<file path="config.mk">
export PLATFORM = sky130hd
export DESIGN_NAME = writeback_stage
export DESIGN_NICKNAME = d
export VERILOG_FILES = /design/src/rtl/writeback_stage.sv
export SDC_FILE = /design/constraint.sdc
export NUM_CORES = 1
export LEC_CHECK = 0
export CAP_MARGIN = 0
export CELL_PAD_IN_SITES_DETAIL_PLACEMENT = 0
export CELL_PAD_IN_SITES_GLOBAL_PLACEMENT = 1
export CORE_MARGIN = 4
export CORE_UTILIZATION = 26
export CTS_CLUSTER_DIAMETER = 150
export DETAILED_ROUTE_END_ITERATION = 16
export PLACE_DENSITY = 0.84
export SYNTH_ARGS = -nofsm -noshare
export SYNTH_HDL_FRONTEND = slang
export SYNTH_SLANG_ARGS = --single-unit
</file>
<file path="constraint.sdc">
create_clock -name clock -period 2.6 [get_ports clock]
set_input_delay 0.52 -clock clock [delete_from_list [all_inputs] [get_ports clock]]
set_output_delay 0.52 -clock clock [all_outputs]
set_load 0.005 [all_outputs]
</file>
<file path="src/rtl/writeback_stage.sv">
// W-stage pipeline register and regfile write-port driver with cmov squash, stall/bubble and halt tracking.
// Optional retired-instruction counter enabled by defining WB_RETIRE_CNT_EN.
module writeback_stage #(
  parameter int DATA_W = 32,
  parameter int CNT_W  = 32
) (
  input  logic              clock,
  input  logic              reset,
  input  logic              m_valid,
  input  logic [2:0]        m_stat,
  input  logic [3:0]        m_icode,
  input  logic              m_cnd,
  input  logic [3:0]        m_dstE,
  input  logic [DATA_W-1:0] m_valE,
  input  logic [3:0]        m_dstM,
  input  logic [DATA_W-1:0] m_valM,
  input  logic              w_stall,
  input  logic              w_bubble,
  output logic [3:0]        dstE,
  output logic [DATA_W-1:0] valE,
  output logic [3:0]        dstM,
  output logic [DATA_W-1:0] valM,
  output logic [2:0]        w_stat,
  output logic              halted,
  output logic [2:0]        halt_code,
  output logic [CNT_W-1:0]  retire_cnt
);

  localparam logic [2:0] S_BUB = 3'd0, S_AOK = 3'd1, S_HLT = 3'd2, S_ADR = 3'd3, S_INS = 3'd4;
  localparam logic [3:0] R_NONE = 4'hF, I_CMOV = 4'h2;

  typedef enum logic {RUN, HALT} state_t;

  state_t             r_state, w_state_nxt;
  logic [2:0]         r_stat, r_halt_code;
  logic [3:0]         r_dstE, r_dstM;
  logic [DATA_W-1:0]  r_valE, r_valM;
  logic               w_stop, w_wr_en, w_run;

  // icode only matters for the cmov squash at load time, so it is not kept in the register
  assign w_stop  = (r_stat == S_HLT) || (r_stat == S_ADR) || (r_stat == S_INS);
  assign w_run   = (r_state == RUN);
  assign w_wr_en = w_run && (r_stat == S_AOK);

  always_comb begin
    w_state_nxt = r_state;
    if (r_state == RUN && w_stop) w_state_nxt = HALT;
  end

  always_ff @(posedge clock) begin
    if (reset) begin
      r_state     <= RUN;
      r_halt_code <= S_BUB;
    end else begin
      r_state <= w_state_nxt;
      if (w_run && w_stop) r_halt_code <= r_stat;
    end
  end

  always_ff @(posedge clock) begin
    if (reset || (w_run && !w_stall && (w_bubble || !m_valid))) begin
      r_stat <= S_BUB;
      r_dstE <= R_NONE;
      r_valE <= '0;
      r_dstM <= R_NONE;
      r_valM <= '0;
    end else if (w_run && !w_stall) begin
      r_stat <= m_stat;
      r_dstE <= (m_icode == I_CMOV && !m_cnd) ? R_NONE : m_dstE;
      r_valE <= m_valE;
      r_dstM <= m_dstM;
      r_valM <= m_valM;
    end
  end

  assign dstE      = w_wr_en ? r_dstE : R_NONE;
  assign dstM      = w_wr_en ? r_dstM : R_NONE;
  assign valE      = r_valE;
  assign valM      = r_valM;
  assign w_stat    = r_stat;
  assign halted    = !w_run;
  assign halt_code = r_halt_code;

`ifdef WB_RETIRE_CNT_EN
  logic [CNT_W-1:0] r_cnt;

  always_ff @(posedge clock) begin
    if (reset) r_cnt <= '0;
    else if (w_wr_en && !w_stall && r_cnt != {CNT_W{1'b1}})
      r_cnt <= r_cnt + {{(CNT_W-1){1'b0}}, 1'b1};
  end

  assign retire_cnt = r_cnt;
`else
  assign retire_cnt = '0;
`endif

endmodule
</file>
==> flow_metrics.tcl <==
set metrics [dict create \
    synth_seq_cells 79 \
    critical_path_class "reg2out" \
    finalCoreUtilization_pct 43.6 \
    synth_cell_types 23 \
    synth.avg_cell_area_um2 7.89 \
    worstRegToRegCells 3 \
    wirelength_um 8800 \
    firstDrtPassIters 5 \
    dieArea_um2 13700 \
    grt_usage_pct 12.5 \
    slew_violations 0 \
    synth_area_um2 3080 \
    cts_resized 0 \
    die_w_um 117 \
    grt_max_degree 68 \
    syn2layout_area_growth_pct 62.8 \
    synth_top_cell_area_share_pct 51.3 \
    p_total_mw 3.05 \
    start_util_pct 26.8 \
    num_vias 2979 \
    crit_chain "nor4b_2 > buf_4 > nand2b_1 > clkdlybuf4s50_1" \
    cts_buffers 9 \
    finalHoldViolCount 0 \
    gr-total-overflow 0 \
    clk_latency_ps 320 \
    required_ps 2080 \
    numPortBuffers 163 \
    clock-skew-final_ps 4.86 \
    vias_per_cell 4.30 \
    synthCells 391 \
    nets 629 \
    hold_path.class "reg2reg" \
    instances_no_fill 692 \
    n_antenna_cell 0 \
    drv_cap 0 \
    dpl.hpwl_um 6450 \
    grt_pass1_wl_um 13500 \
    slowest_delay_ps 460 \
    h-tree-depth 3 \
    design_area_um2 5020 \
    crit_path_max_fanout 9 \
    r2r_end "r_dstE[3]$_SDFFE_PP1P_" \
    die_h_um 117 \
    synth_top_cell_by_area "dfxtp_1" \
    synth_warnings 0 \
    fmax_ghz 0.444 \
    cts-hold-fix-buffers 0 \
    drc_errors 0 \
    setup_violations 0 \
    crit_path_end_kind "output pin" \
    ios 196 \
    wl_per_cell_um 12.7 \
    antenna_found_initial 0 \
    busiest_layer "met2" \
    place_area_um2 4720 \
    drtIter0Drc 188 \
    groute.layer.met3.usage_pct 5.96 \
    rsz0062_at_grt "no" \
    r2r_slack_ps 1080 \
    layout-drive-gt1-share_pct 4.55 \
    mostFrequentLayoutCells "163 x clkdlybuf4s50_1, 144 x nand2_1, 79 x dfxtp_1, 71 x a21oi_1, 32 x conb_1" \
    met1_usage_pct 14.3 \
    tritoncts "done" \
    postRouteAntennaNets 0 \
    timing.critical_path.to "dstM[3]" \
    final.period_utilization_pct 86.7 \
    crit_path_start_kind "register" \
    status "finished, final reports clean" \
    powerDensity_nw_per_um2 606 \
    worstReg2RegStart "halted$_SDFFE_PP0P_" \
    layout_commonest_cell "clkdlybuf4s50_1" \
    ir_worst_vdd_mv 0.446 \
    cts_max_path_buffers 2 \
    gp_congestion 0.753 \
    critical_path.startpoint "w_stat[2]$_SDFFE_PP0P_" \
    cp_data_arrival_time_ps 1730 \
    synthTopCellsByArea "dfxtp_1 51%, nand2_1 18%, a21oi_1 12%" \
    clk_pin_slew_worst_paths_ps 60 \
    power_leakage_nw 1.88 \
    dp_slack_ps 569 \
    seq_area_frac_synth_pct 51.3 \
    crit_slowest_cell "clkdlybuf4s50_1" \
    core_um2 11500 \
    gr-usage-met2_pct 20.4 \
    cts_setup_buffers 0 \
    tns_ps 0 \
    holdWs_ps 451 \
    placedCellCount 676 \
    cts_root_buf "clkbuf_16" \
    rows 39 \
    worst_slack_ps 345 \
    period_minus_slack_ps 2250 \
    grt_pass1_vias 2809 \
    cts.sinks 79 \
]
critical path, delay by kind of cell (launching register included):
family	cells	cell delay (ps)
flops	1	400
simple gates	2	360
buf+inv	2	650
worst min path at each step:
| stage | from | endpoint | depth (start not counted) |
|---|---|---|---|
| 2_1_floorplan | r_dstM[0]$_SDFFE_PP1P_ | r_dstM[0]$_SDFFE_PP1P_ | 2 |
| 3_3_place_gp | valM[4]$_SDFFE_PP0P_ | valM[4]$_SDFFE_PP0P_ | 2 |
| 5_1_grt | valE[5]$_SDFFE_PP0P_ | valE[5]$_SDFFE_PP0P_ | 2 |
| 3_5_place_dp | valM[11]$_SDFFE_PP0P_ | valM[11]$_SDFFE_PP0P_ | 2 |
| 6_report | valE[6]$_SDFFE_PP0P_ | valE[6]$_SDFFE_PP0P_ | 2 |
| 4_1_cts | valE[5]$_SDFFE_PP0P_ | valE[5]$_SDFFE_PP0P_ | 2 |
cells by family (layout without fill, tap and decap cells):
| logic type | count (synthesis) | in the layout | share of synthesized area (%) |
|---|---|---|---|
| AOI/OAI and AO/OA | 82 | 82 | 14.5 |
| buffers and inverters | 60 | 187 | 11.7 |
| DFF | 79 | 79 | 51.3 |
| muxes | 1 | 1 | 0.325 |
| other | 1 | 32 | 0.122 |
| and+or+nand+nor | 168 | 168 | 22.1 |
final cells by class:
type	count	area (µm²)
fill	1176	6490
timing repair buffer	169	1690
sequential	79	1580
multi-input combinational	283	1270
clock buffer	11	243
tap	143	179
clock inverter	5	56.3
inverter	2	7.51
report_power, final:
part | switching [mW] | internal (mW)
registers | 0.0406 | 1.28
logic | 0.207 | 0.272
clock network | 0.479 | 0.770
total | 0.727 | 2.32
flip-flops by register name (all words and copies together) (netlist names):
signal     cells
valE          32
valM          32
r_dstE         4
r_dstM         4
halt_code      3
w_stat         3
halted         1
layer usage:
layer  part of all wire (%)  wire length, µm
met2                     48             4190
met3                     11              963
met1                     40             3520
met5                      0                0
met4                    1.5              131
cell usage after synthesis:
| master | instances |
|---|---|
| a211oi_1 | 1 |
| or2_1 | 1 |
| nor3_1 | 1 |
| nand2b_1 | 10 |
| o21ai_0 | 2 |
| o32a_1 | 4 |
| nor2_1 | 5 |
| nor4b_2 | 1 |
| clkbuf_1 | 13 |
| buf_4 | 32 |
| buf_2 | 13 |
| nand2_1 | 144 |
| inv_1 | 2 |
| a2111o_1 | 1 |
| dfxtp_1 | 79 |
| conb_1 | 1 |
| a31oi_1 | 1 |
| nor3b_1 | 1 |
| mux2i_1 | 1 |
| a21oi_1 | 71 |
| a211o_1 | 1 |
| a21o_1 | 1 |
| nand3_1 | 5 |
No activity file was read; power rests on OpenSTA's default activity.
